===== src/rtl/databus_arbiter.sv =====
// databus_arbiter
// Two-master round-robin arbiter in front of a single DataBus slave.
// Port 0 is instruction fetch, port 1 is load/store or DMA. The grant is
// registered, so every transfer costs at least one arbitration cycle plus
// one slave cycle. A watchdog aborts transfers the slave never finishes.
//
// TIMEOUT must be >= 1 and 2**TW must exceed TIMEOUT.

module databus_arbiter #(
  parameter int AW      = 32,
  parameter int DW      = 32,
  parameter int TIMEOUT = 15,
  parameter int TW      = 4
) (
  input  logic          clk,
  input  logic          res,
  // master 0
  input  logic          m0_read,
  input  logic          m0_write,
  input  logic [AW-1:0] m0_addr,
  input  logic [DW-1:0] m0_wdata,
  output logic [DW-1:0] m0_rdata,
  output logic          m0_ready,
  output logic          m0_err,
  // master 1
  input  logic          m1_read,
  input  logic          m1_write,
  input  logic [AW-1:0] m1_addr,
  input  logic [DW-1:0] m1_wdata,
  output logic [DW-1:0] m1_rdata,
  output logic          m1_ready,
  output logic          m1_err,
  // slave side
  output logic          s_read,
  output logic          s_write,
  output logic [AW-1:0] s_addr,
  output logic [DW-1:0] s_wdata,
  input  logic [DW-1:0] s_rdata,
  input  logic          s_ready,
  // current owner, one-hot; zero while idle
  output logic [1:0]    grant
);

  typedef enum logic [1:0] {
    IDLE  = 2'd0,
    BUSY0 = 2'd1,
    BUSY1 = 2'd2
  } state_t;

  state_t        state;
  logic          last;   // index of the port served most recently
  logic [TW-1:0] tcnt;   // BUSY cycles spent without s_ready

  logic req0;
  logic req1;
  logic own_req;
  logic done;
  logic expire;

  assign req0 = m0_read | m0_write;
  assign req1 = m1_read | m1_write;

  // Request of the current owner; a dropped request ends the transfer quietly.
  assign own_req = (state == BUSY0) ? req0 :
                   (state == BUSY1) ? req1 : 1'b0;

  // Completion wins over the watchdog when both land on the same cycle.
  assign done   = own_req & s_ready;
  assign expire = own_req & ~s_ready & (tcnt == TW'(TIMEOUT - 1));

  // Slave-side mux and per-master response pulses for the current owner.
  // NOTE: every output gets a default first so no path through the case leaves one unassigned (no latch).
  always_comb begin
    s_read   = 1'b0;
    s_write  = 1'b0;
    s_addr   = '0;
    s_wdata  = '0;
    m0_ready = 1'b0;
    m0_err   = 1'b0;
    m0_rdata = '0;
    m1_ready = 1'b0;
    m1_err   = 1'b0;
    m1_rdata = '0;
    case (state)
      BUSY0: begin
        s_write  = m0_write;
        s_read   = m0_read & ~m0_write;
        s_addr   = m0_addr;
        s_wdata  = m0_wdata;
        m0_ready = done;
        m0_err   = expire;
        m0_rdata = done ? s_rdata : '0;
      end
      BUSY1: begin
        s_write  = m1_write;
        s_read   = m1_read & ~m1_write;
        s_addr   = m1_addr;
        s_wdata  = m1_wdata;
        m1_ready = done;
        m1_err   = expire;
        m1_rdata = done ? s_rdata : '0;
      end
      default: ;
    endcase
  end

  // Arbitration FSM with registered grant, fairness pointer and watchdog.
  // NOTE: state registers use non-blocking assignment so every flop samples pre-edge values.
  always_ff @(posedge clk or posedge res) begin
    if (res) begin
      state <= IDLE;
      last  <= 1'b1;
      tcnt  <= '0;
      grant <= 2'b00;
    end else begin
      case (state)
        IDLE: begin
          tcnt <= '0;
          if (req0 && (!req1 || last)) begin
            state <= BUSY0;
            grant <= 2'b01;
          end else if (req1) begin
            state <= BUSY1;
            grant <= 2'b10;
          end
        end
        BUSY0, BUSY1: begin
          if (!own_req) begin
            state <= IDLE;
            grant <= 2'b00;
            tcnt  <= '0;
          end else if (s_ready || expire) begin
            state <= IDLE;
            grant <= 2'b00;
            tcnt  <= '0;
            last  <= (state == BUSY1);
          end else begin
            tcnt <= tcnt + TW'(1);
          end
        end
        default: begin
          state <= IDLE;
          grant <= 2'b00;
          tcnt  <= '0;
        end
      endcase
    end
  end

endmodule


===== config.mk =====
export PLATFORM = sky130hd
export DESIGN_NAME = databus_arbiter
export DESIGN_NICKNAME = d
export VERILOG_FILES = /design/src/rtl/databus_arbiter.sv
export SDC_FILE = /design/constraint.sdc
export NUM_CORES = 1
export LEC_CHECK = 0
export ABC_AREA = 1
export BUFFER_PORTS_ARGS = -buffer_cell sky130_fd_sc_hd__buf_2
export CORE_AREA = 2 2 117 119
export DETAILED_ROUTE_END_ITERATION = 12
export DIE_AREA = 0 0 119 121
export PLACE_DENSITY_LB_ADDON = 0.3
export SYNTH_ARGS = -nofsm -noshare
export SYNTH_HDL_FRONTEND = slang
export SYNTH_SLANG_ARGS = --single-unit
export TNS_END_PERCENT = 30

===== constraint.sdc =====
create_clock -name clk -period 1.9 [get_ports clk]
set_input_delay 0.285 -clock clk [delete_from_list [all_inputs] [get_ports clk]]
set_output_delay 0.285 -clock clk [all_outputs]
set_load 0.05 [all_outputs]

# After elaboration in Yosys (flattened, before gate mapping)
# Cells that the tools add are included.
dict set report totals {
  ff_bits 7
  inputBits 167
  out_inout_bits 136
  elab_cells 48
}
dict set report op_classes {
  addsub 1
  n_eq_ne 5
  mux 21
  bitwise 10
  n_reduce_logical 8
}
# op n
set op_table {}
lappend op_table {{$pmux W32 S2} 2}
lappend op_table {{$mux W32} 3}
lappend op_table {{$mux W4} 3}
lappend op_table {{$mux W2} 4}
lappend op_table {{$mux W1} 6}
lappend op_table {{$ne A3 B3 Y1 const B} 2}
lappend op_table {{$and A1 B1 Y1} 5}
lappend op_table {{$add A4 B1 Y4 const B} 1}
lappend op_table {{$eq A4 B4 Y1 const B} 1}
lappend op_table {{$pmux W1 S2} 2}
lappend op_table {{$pmux W2 S2} 1}
lappend op_table {{$not A1 Y1} 3}
lappend op_table {{$reduce_and A3 Y1} 1}
lappend op_table {{$eq A2 B1 Y1 const B} 1}
lappend op_table {{$eq A2 B2 Y1 const B} 1}
lappend op_table {{$logic_not A2 Y1} 1}
lappend op_table {{$logic_or A1 B1 Y1} 2}
lappend op_table {{$or A1 B1 Y1} 2}
lappend op_table {{$reduce_and A2 Y1} 1}
lappend op_table {{$reduce_or A2 Y1} 1}
lappend op_table {{$logic_and A1 B1 Y1} 1}
lappend op_table {{$logic_not A1 Y1} 1}

# Depth between registers and ports, before layout
# Gate-level depths: netlist of the first run.
dict set report depth {
  word_depth 9
  depth_mapped 12
  depth_no_buf 11
}

# Worst setup path before layout of the first run
# No wires, ideal clock.
dict set report synth_path {
  path_type {register to output}
  from {register state[0]}
  to {output port m0_rdata[10]}
  arrival_ns 2.836
  t_required_ns 1.615
  slack_ns -1.221
  stages_incl_launch_ff 7
  n_path_buf 1
  cell_sequence {dfrtp_1 ha_1 o21ai_1 nor2_1 inv_1 buf_2 nor2_1}
}
dict set report synth_via {
  elab_chain_len 6
  word_cells_on_any_way 7
}
# element line_no
set synth_rtl {}
lappend synth_rtl {{start: declaration} 50} ;# state_t state;
lappend synth_rtl {{start signal: assignment} 111} ;# state <= IDLE;
lappend synth_rtl {{start signal: assignment} 120} ;# state <= BUSY0;
lappend synth_rtl {{start signal: assignment} 123} ;# state <= BUSY1;
lappend synth_rtl {{$eq A2 B2 Y1} 65} ;# (state == BUSY1) ? req1 : 1'b0;
lappend synth_rtl {{$mux W1} 65}
lappend synth_rtl {{$mux W1} 64} ;# assign own_req = (state == BUSY0) ? req0 :
lappend synth_rtl {{$and A1 B1 Y1} 68} ;# assign done = own_req & s_ready;
lappend synth_rtl {{$mux W32} 92} ;# m0_rdata = done ? s_rdata : '0;
lappend synth_rtl {{$mux W32 (*)} 84} ;# case (state)
lappend synth_rtl {{end: declaration} 22} ;# output logic [DW-1:0] m0_rdata,
# Mark *: on every way between the ends. The rest lies on a longest branch, timed or not.

# Worst setup path after layout of the first run
dict set report layout_path {
  from {register state[1]}
  to {output port m1_rdata[20]}
}
dict set report layout_via {
  elab_chain_len 6
  word_cells_on_any_way 7
}
# element line_no
set layout_rtl {}
lappend layout_rtl {{$eq A2 B2 Y1} {65, 84}}
lappend layout_rtl {{$mux W1} 65}
lappend layout_rtl {{$mux W1} 64}
lappend layout_rtl {{$and A1 B1 Y1} 68}
lappend layout_rtl {{$mux W32} 101} ;# m1_rdata = done ? s_rdata : '0;
lappend layout_rtl {{$mux W32 (*)} 84}
lappend layout_rtl {{end: declaration} 30} ;# output logic [DW-1:0] m1_rdata,
# Marked as above.

==> out/qor.yml, run 1 <==
run_status:
  status: "finished, violations left"
  violations: "negative setup slack"
drt:
  firstDrtPassIters: 4
  wl_um: 11900
  detail-route-antenna-nets: 0
  drtIter0Drc: 95
  vias: 3614
  drc: 0
  drt-wirelength-per-cell_um: 13.6
  vias_per_cell: 4.10
synthesis:
  syn_nets: 560
  postSynthAreaPerCell_um2: 5.15
  synth.most_common_cell: "nand2_1"
  ys_types: 26
  mappedNetlistArea_um2: 2000
  synth_seq_cells: 7
  ys.flop_type: "dfrtp_1"
  synth_edf_count: 0
  synthTopCellsByArea: "nand2_1 27%, a21oi_1 17%, nor2_4 12%"
  synth_area_leader_cell: "nand2_1"
  yosys_warnings: 0
  async_reset_ff_frac: 1.00
  synthesis.instances: 388
  synth_top_area_frac: 0.272
  synth_commonest_cells: "145 x nand2_1, 66 x a21oi_1, 45 x nor2_1, 42 x inv_1, 21 x nor2_4"
  ys_seq_area_frac: 0.0882
global_routing:
  globalRoute.totalOverflow: 0
  antenna_found_initial: 0
  grt_usage: 0.151
  grt_max_degree: 39
  grt_pass1_vias: 3566
  grt_pass1_wl_um: 17900
layout:
  fin_nets: 878
  layout.cells.non_filler: 881
  n_antenna_cell: 0
  syn_to_final_growth_pct: 204
  drive_above_1_share: 0.708
min_path:
  hold_class: "primary input to flop"
  whs_path_depth: 5
power_and_ir_drop:
  ir_drop_uv: 1240
  power_leakage_nw: 2.65
  powerDensity_nw_per_um2: 1550
worst_setup_path:
  critPathLaunchType: "flop"
  critical_path_required_ns: 1.62
  cp.arrival_ns: 1.84
  crit_fanout: 19
  crit_type: "flop to primary output"
  r2r_cells: 9
  end_kind: "primary output"
floorplan:
  die_area_um2: 14400
  core_area_um2: 13100
  start_util: 0.153
  die_h_um: 121
  num_rows: 42
  ioPinCount: 303
  die_x_um: 119
timing:
  min_period_ns: 2.13
  fin_ws_ns: -0.225
  fmax_ghz: 0.470
  tightest_slew_ns: 0.302
  report.final.slew_viol_count: 0
  final_hold_viol_count: 0
  hold_slack_ns: 0.471
  slew_headroom: 0.798
  period_share: 1.12
  rsz0062_at_grt: "yes"
  finalSetupViolations: 129
  fin_skew_ns: 0.000814
clocking:
  cts_sinks: 7
  cts_root_buf: "clkbuf_16"
  clk_pin_slew_ns: 0.04
  cts_tree: "built"
  clock_latency_ns: 0.23
  clockBufferDepth: 2
  cts_buffers: 3
  htree_num_levels: 1
place:
  dp_slack_ns: -0.0800
  place_congestion: 0.744
  dp.cells: 866
  hpwlAfterDp_um: 9220
  port_buffers: 302
run:
  maxCapViolCount: 0
[through the flow]
stage	cell area [um^2]	utilization	total power [W]	TNS, ns
floorplan	2950	-	0.00556	-17.01
global placement	4910	0.375	0.00753	-0.799
detailed placement	4910	0.375	0.00752	-1.82
CTS	5750	0.440	0.00869	-13.49
global route	6080	0.465	0.00988	-27.50
finish	6080	0.465	0.00942	-17.44
[per-layer routing]
layer | wire (um) | share of wire | track usage
met4 | 148 | 0.012 | 0.0260
met5 | 0 | 0 | 0
met1 | 4720 | 0.40 | 0.181
met2 | 6250 | 0.52 | 0.283
met3 | 816 | 0.068 | 0.0273
[worst max-delay path, stage by stage (launching register included)]
cell and delay (ns):
dfrtp_2 0.43, inv_2 0.11, ha_4 0.17, o21ai_4 0.08, nand2_2 0.09, inv_2 0.05, nor2_4 0.09, nand2_4 0.11
buf_12 0.21, nor2_4 0.11, buf_6 0.16
[sequential cells by signal, summed over array words and instances (netlist names)]
signal	count
last	1
tcnt	4
state	2
[what timing repair did]
| action | in CTS | in global routing |
|---|---|---|
| gates resized for setup | 229 | 68 |
| endpoints found under the hold margin | 6 | 0 |
| hold buffers | 1 | 0 |
| buffers inserted | 3 | 5 |
| cloned | 1 | 1 |
| setup endpoints to repair | 129 | 132 |
| pin swaps | 1 | 1 |
[final timing paths]
kind / end / slack, ns / start
max: m1_rdata[20] / -0.23 / state[1]$_DFFE_PP0P_
min: state[1]$_DFFE_PP0P_ / 0.47 / m1_read
max reg2reg: state[1]$_DFFE_PP0P_ / 0.31 / state[1]$_DFFE_PP0P_
min reg2reg: last$_DFFE_PP1P_ / 0.49 / last$_DFFE_PP1P_
max in group asynchronous: last$_DFFE_PP1P_ / 1.11 / res
min in group asynchronous: tcnt[3]$_DFF_PP0_ / 0.52 / res
[report_power, final]
part	total (W)	leakage (nW)	switching, W	internal (W)
Combinational	0.00882	2.53	0.00548	0.00334
Clock	0.000359	0.0382	0.0000802	0.000279
Sequential	0.000242	0.0893	0.0000452	0.000197
Total	0.00942	2.65	0.00560	0.00381
[placed cells by master, fill, tap and decap left out, types with 5 or more instances in the layout]
cell     instances
buf_8           20
nand2_1        140
nand3_1          6
nor2_1           8
buf_12          17
buf_6          109
inv_1           38
buf_2          170
inv_2            5
nand2_2          6
buf_4           21
a21oi_2         22
nor2_4          65
a21oi_4         44
[final cells by class]
cell class,count,area [um^2]
fill,1290,7000
timing repair buffer,341,2970
multi-input combinational,308,2460
tap,176,220
sequential,7,179
inverter,45,176
clock buffer,4,78.8
[kinds of logic after synthesis]
kind of cell / count (synthesis) / synth area share
buffers and inverters: 73 / 0.158
xor gates and xnor gates: 2 / 0.00876
adders and majority gates: 5 / 0.0313
DFF: 7 / 0.0882
AOI/OAI and AO/OA: 68 / 0.171
and+or+nand+nor: 233 / 0.543
No activity file was read; power rests on OpenSTA's default activity.
==> run 2, diff against run 1 <==
- RECOVER_POWER: not set -> 50
==> run 2 against run 1 <==
The run still ends with negative setup slack left. Sequential cell count is the same. Design area about the same. Global-route usage unchanged. Highest routed layer unchanged.
==> out/qor.yml, run 2 (synthesis results as in run 1) <==
run_status:
  status: "finished, violations left"
  violations: "negative setup slack"
worst_setup_path:
  r2r_cells: 9  # unchanged
  crit_type: "flop to primary output"
  crit_fanout: 19  # unchanged
  critPathLaunchType: "flop"
  ff2ff_setup_slack_ns: 0.31  # about the same
  startpoint: "state[1]$_DFFE_PP0P_"
  r2r_end: "state[1]$_DFFE_PP0P_"
  cp.arrival_ns: 1.84  # about the same
  critical_path_required_ns: 1.62  # about the same
  cp_slowest_cell: "dfrtp_2"
  reg2reg_from: "state[1]$_DFFE_PP0P_"
  crit_end: "m1_rdata[20]"
  end_kind: "primary output"
  crit_chain: "inv_2, ha_4, o21ai_4, nand2_2, inv_2, nor2_4, nand2_4, buf_12, nor2_4, buf_6"
  slowest_delay_ns: 0.43  # about the same
drt:
  firstDrtPassIters: 4  # unchanged
  vias_per_cell: 4.10  # about the same
  vias: 3616  # +0.055%
  wl_um: 11900  # about the same
  detail-route-antenna-nets: 0  # unchanged
  drtIter0Drc: 94  # -1.1%
  drt-wirelength-per-cell_um: 13.5  # about the same
  drc: 0  # unchanged
power_and_ir_drop:
  ir_drop_uv: 1240  # unchanged
  powerDensity_nw_per_um2: 1550  # about the same
  power_leakage_nw: 2.65  # -0.27%
  power_w: 0.00941  # about the same
timing:
  report.final.slew_viol_count: 0  # unchanged
  hold_slack_ns: 0.471  # -0.000111 ns
  fin_ws_ns: -0.225  # +0.000390 ns
  finalSetupViolations: 129  # unchanged
  tightest_slew_ns: 0.610  # +0.308 ns
  period_share: 1.12  # about the same
  setup-tns-final_ns: -17.41  # +0.0270 ns
  min_period_ns: 2.13  # -0.000390 ns
  fin_skew_ns: 0.000865  # +0.0000506 ns
  final_hold_viol_count: 0  # unchanged
  fmax_ghz: 0.471  # about the same
  slew_headroom: 0.595  # -0.203
  rsz0062_at_grt: "yes"
layout:
  reg_top3: "tcnt: 4 flops, state: 2 flops, last: 1 flops"
  layout.cells.non_filler: 881  # unchanged
  layout_common_cells: "168 x buf_2, 140 x nand2_1, 109 x buf_6"
  drive_above_1_share: 0.705  # -0.00284
  largest-register: "tcnt"
  fin_nets: 878  # unchanged
  final_common_cell: "buf_2"
  multi_input_area_um2: 2460  # unchanged
  largest_reg_flops: 4  # unchanged
  final_util: 0.465  # about the same
  fill_cells: 1290  # unchanged
  n_antenna_cell: 0  # unchanged
  seq_area_um2: 179  # unchanged
  syn_to_final_growth_pct: 204  # about the same
place:
  place_congestion: 0.744  # unchanged
  hpwlAfterDp_um: 9220  # unchanged
  port_buffers: 302  # unchanged
  dp.cells: 866  # unchanged
floorplan:
  num_rows: 42  # unchanged
  die_h_um: 121  # unchanged
  ioPinCount: 303  # unchanged
  die_area_um2: 14400  # unchanged
  start_util: 0.153  # unchanged
  die_x_um: 119  # unchanged
  core_area_um2: 13100  # unchanged
clocking:
  clk_pin_slew_ns: 0.04  # about the same
  cts_sinks: 7  # unchanged
  clockBufferDepth: 2  # unchanged
  clock_latency_ns: 0.23  # about the same
  htree_num_levels: 1  # unchanged
  cts_buffers: 3  # unchanged
  cts_root_buf: "clkbuf_16"
  cts_tree: "built"
global_routing:
  grt_pass1_vias: 3566  # unchanged
  globalRoute.totalOverflow: 0  # unchanged
  grt_max_degree: 39  # unchanged
  antenna_found_initial: 0  # unchanged
  grt_usage: 0.151  # unchanged
  grt_pass1_wl_um: 17900  # unchanged
run:
  maxCapViolCount: 0  # unchanged
min_path:
  hold_class: "primary input to flop"
## run 2: cell count changes in the layout (fill, tap and decap cells not counted)
cell      before  now
buf_2        170  168
clkbuf_1       1    3
## run 2: where the power goes
part,internal [W],switching [W]
clock network,0.000279,0.0000797
logic,0.00333,0.00548
registers,0.000197,0.0000451
total,0.00381,0.00560
## run 2: worst max-delay path: cells and delay by family (launching register included)
family                   cells  cell delay (ns)
AO/OA/AOI/OAI                1             0.09
flip-flops                   1             0.43
AND/OR/NAND/NOR              4             0.40
adder cells (fa/ha/maj)      1             0.17
buffers and inverters        4             0.53
## run 2: through the flow
stage	setup WS, ns	area, um^2
2_1_floorplan	-0.180	2950
3_3_place_gp	-0.0458	4910
3_5_place_dp	-0.0800	4910
4_1_cts	-0.223	5750
5_1_grt	-0.359	6080
6_report	-0.225	6080
## run 2: cell type report
cell class / count / share of cell area
multi-input cells: 308 / 0.405
flip-flops and latches: 7 / 0.0294
clock buffers: 4 / 0.0130
repair buffers: 341 / 0.487
well taps: 176 / 0.0362
inverters: 45 / 0.0290
## run 2: repair_timing
action | CTS | global route
setup endpoints to repair | 129 | 132
hold buffers | 1 | 0
pin swaps | 1 | 1
hold endpoints to repair | 6 | 0
resized for setup | 229 | 68
cloned | 1 | 1
setup buffers | 3 | 5
## run 2: worst min-delay path by stage
stage                           end  cells after the start  startpoint
2_1_floorplan     tcnt[0]$_DFF_PP0_                      1         res
4_1_cts        state[1]$_DFFE_PP0P_                      5    m1_write
5_1_grt        state[1]$_DFFE_PP0P_                      5     m1_read
6_report       state[1]$_DFFE_PP0P_                      5     m1_read
3_5_place_dp      tcnt[0]$_DFF_PP0_                      2         res
3_3_place_gp      tcnt[0]$_DFF_PP0_                      2         res
## run 2: routing by layer
metal  wire length (um)  up-vias  GRT usage
li1                   -     1819          -
met5                  0        -          0
met1               4710     1604      0.181
met3                821       12     0.0273
met2               6250      181      0.283
met4                148        0     0.0260
==> run 3, diff against run 2 <==
- PLACE_DENSITY_LB_ADDON: 0.3 -> 0.2
==> run 3 against run 2 <==
Design area up 4.6%. Critical endpoint is now m1_rdata[19]. Die area unchanged. Via count up 4.8%. The run still ends with negative setup slack left. Critical path depth up 1. First-iteration DRC count up 13%. Clock power about the same. Power up 7.9%. Highest routed layer unchanged. Utilization up 2.2 points. Routed wire length up 14%.
==> out/qor.yml, run 3 (synthesis results as in run 1) <==
run_status:
  status: "finished, violations left"
  violations: "negative setup slack"
timing:
  fmax_ghz: 0.464  # -1.3%
  final_hold_viol_count: 0  # unchanged
  report.final.slew_viol_count: 0  # unchanged
  tightest_slew_ns: 0.585  # -0.0248 ns
  finalSetupViolations: 132  # +2.3%
  rsz0062_at_grt: "yes"
  slew_headroom: 0.612  # +0.0165
  fin_skew_ns: 0.00211  # +0.00125 ns
  period_share: 1.13  # +0.0149
  hold_slack_ns: 0.483  # +0.0121 ns
  fin_ws_ns: -0.253  # -0.0284 ns
  min_period_ns: 2.15  # +0.0284 ns
layout:
  final_common_cell: "buf_2"
  layout_common_cells: "169 x buf_2, 143 x nand2_1, 106 x buf_6"
  layout.cells.non_filler: 894  # +1.5%
  syn_to_final_growth_pct: 218
  reg_top3: "tcnt: 4 flops, state: 2 flops, last: 1 flops"
  design_area_um2: 6360  # +4.6%
  largest-register: "tcnt"
  drive_above_1_share: 0.707  # +0.00215
  fin_nets: 890  # +1.4%
  largest_reg_flops: 4  # unchanged
power_and_ir_drop:
  powerDensity_nw_per_um2: 1600  # +3.1%
  seq_power_share: 0.024  # -0.002
  p_switching_w: 0.00583  # +4.0%
  p_sw_frac: 0.574  # -0.0215
  ir_drop_uv: 971  # -22%
  power_w: 0.0102  # +7.9%
  p_int_w: 0.00433  # +14%
  power_leakage_nw: 2.78  # +4.9%
  p_clk_frac: 0.035  # -0.003
  comb_power_share: 0.941  # +0.005
clocking:
  clk_pin_slew_ns: 0.04  # about the same
  cts_buffers: 3  # unchanged
  cts_tree: "built"
  clockBufferDepth: 2  # unchanged
  cts_root_buf: "clkbuf_16"
  cts_sinks: 7  # unchanged
  clock_latency_ns: 0.23  # about the same
  htree_num_levels: 1  # unchanged
global_routing:
  globalRoute.totalOverflow: 0  # unchanged
  grt_max_degree: 24  # -38%
  grt_pass1_wl_um: 19800  # +11%
  grt_usage: 0.168  # +0.0174
  grt_pass1_vias: 3787  # +6.2%
  antenna_found_initial: 1  # +1
drt:
  vias_per_cell: 4.24  # +3.3%
  drc: 0  # unchanged
  firstDrtPassIters: 4  # unchanged
  route.met2.wl_um: 7630  # +22%
  met3WireLength_um: 781  # -4.9%
  wl_um: 13600  # +14%
  highest_layer: "met4"
  wl_met1_um: 5030  # +6.8%
  vias: 3790  # +4.8%
  drt-wirelength-per-cell_um: 15.2  # +12%
  drtIter0Drc: 106  # +13%
  detail-route-antenna-nets: 0  # unchanged
place:
  dp.cells: 864  # -0.23%
  hpwlAfterDp_um: 9740  # +5.6%
  port_buffers: 302  # unchanged
  place_congestion: 0.775  # +4.1%
  placed_cell_area_um2: 4880  # -0.51%
worst_setup_path:
  cp.arrival_ns: 1.87  # +0.03 ns
  ff2ff_setup_slack_ns: 0.14  # -0.17 ns
  crit_type: "flop to primary output"
  critPathLaunchType: "flop"
  reg2reg_from: "state[1]$_DFFE_PP0P_"
  end_kind: "primary output"
  r2r_cells: 9  # unchanged
  r2r_end: "state[0]$_DFFE_PP0P_"
  crit_fanout: 6  # -13
  critical_path_required_ns: 1.62  # about the same
floorplan:
  die_h_um: 121  # unchanged
  die_x_um: 119  # unchanged
  start_util: 0.153  # unchanged
  num_rows: 42  # unchanged
  die_area_um2: 14400  # unchanged
  core_area_um2: 13100  # unchanged
  ioPinCount: 303  # unchanged
min_path:
  worstHoldStart: "last$_DFFE_PP1P_"
  hold_end: "last$_DFFE_PP1P_"
  whs_path_depth: 2  # -3
  hold_class: "flop to flop"
run:
  maxCapViolCount: 0  # unchanged
-- run 3: worst max path at each step --
stage	slack, ns	end	from
after floorplan	-0.18	m1_rdata[12]	state[0]$_DFFE_PP0P_
after global placement	-0.05	m1_rdata[31]	state[0]$_DFFE_PP0P_
after detailed placement	-0.06	m1_rdata[31]	state[0]$_DFFE_PP0P_
after CTS	-0.22	m1_rdata[31]	state[0]$_DFFE_PP0P_
after global routing	-0.31	m1_rdata[19]	state[1]$_DFFE_PP0P_
final	-0.25	m1_rdata[19]	state[1]$_DFFE_PP0P_
-- run 3: critical path: stages, from the launching register on --
cell,delay (ns)
dfrtp_2,0.42
inv_4,0.05
ha_4,0.19
nor2_4,0.10
nand2_2,0.05
nand2_2,0.07
inv_2,0.05
nor2_4,0.13
nand2_8,0.11
clkbuf_16,0.20
nor2_4,0.10
buf_8,0.15
-- run 3: metrics by stage --
stage	TNS, ns	worst slack, ns	utilization
2_1_floorplan	-17.01	-0.180	-
3_3_place_gp	-0.969	-0.0486	0.373
3_5_place_dp	-1.41	-0.0625	0.373
4_1_cts	-12.25	-0.219	0.467
5_1_grt	-32.48	-0.308	0.486
6_report	-24.94	-0.253	0.486
-- run 3: routing by layer --
metal / GRT usage / vias up
met5: 0 / -
met4: 0.0283 / 0
met3: 0.0226 / 12
met2: 0.335 / 180
met1: 0.191 / 1749
li1: - / 1849
-- run 3: repair_timing --
| action | CTS | global route |
|---|---|---|
| hold buffers | 1 | 0 |
| setup buffers | 10 | 4 |
| cloned | 7 | 5 |
| pin swaps | 6 | 5 |
| setup endpoints to repair | 132 | 133 |
| gates resized for setup | 278 | 30 |
| endpoints found under the hold margin | 6 | 0 |
-- run 3: area by class of cell --
class,instances,area [um^2]
fill,1236,6720
timing repair buffer,353,3270
multi-input combinational,308,2430
tap,176,220
inverter,45,181
sequential,7,179
clock buffer,4,78.8
antenna,1,2.50
-- run 3: power by group through the flow --
stage	logic [W]	clock network (W)	registers, W
5_1_grt	0.00996	0.000377	0.000253
3_3_place_gp	0.00713	0	0.000240
6_report	0.00955	0.000357	0.000245
4_1_cts	0.00921	0.000366	0.000241
2_1_floorplan	0.00525	0	0.000303
3_5_place_dp	0.00718	0	0.000243
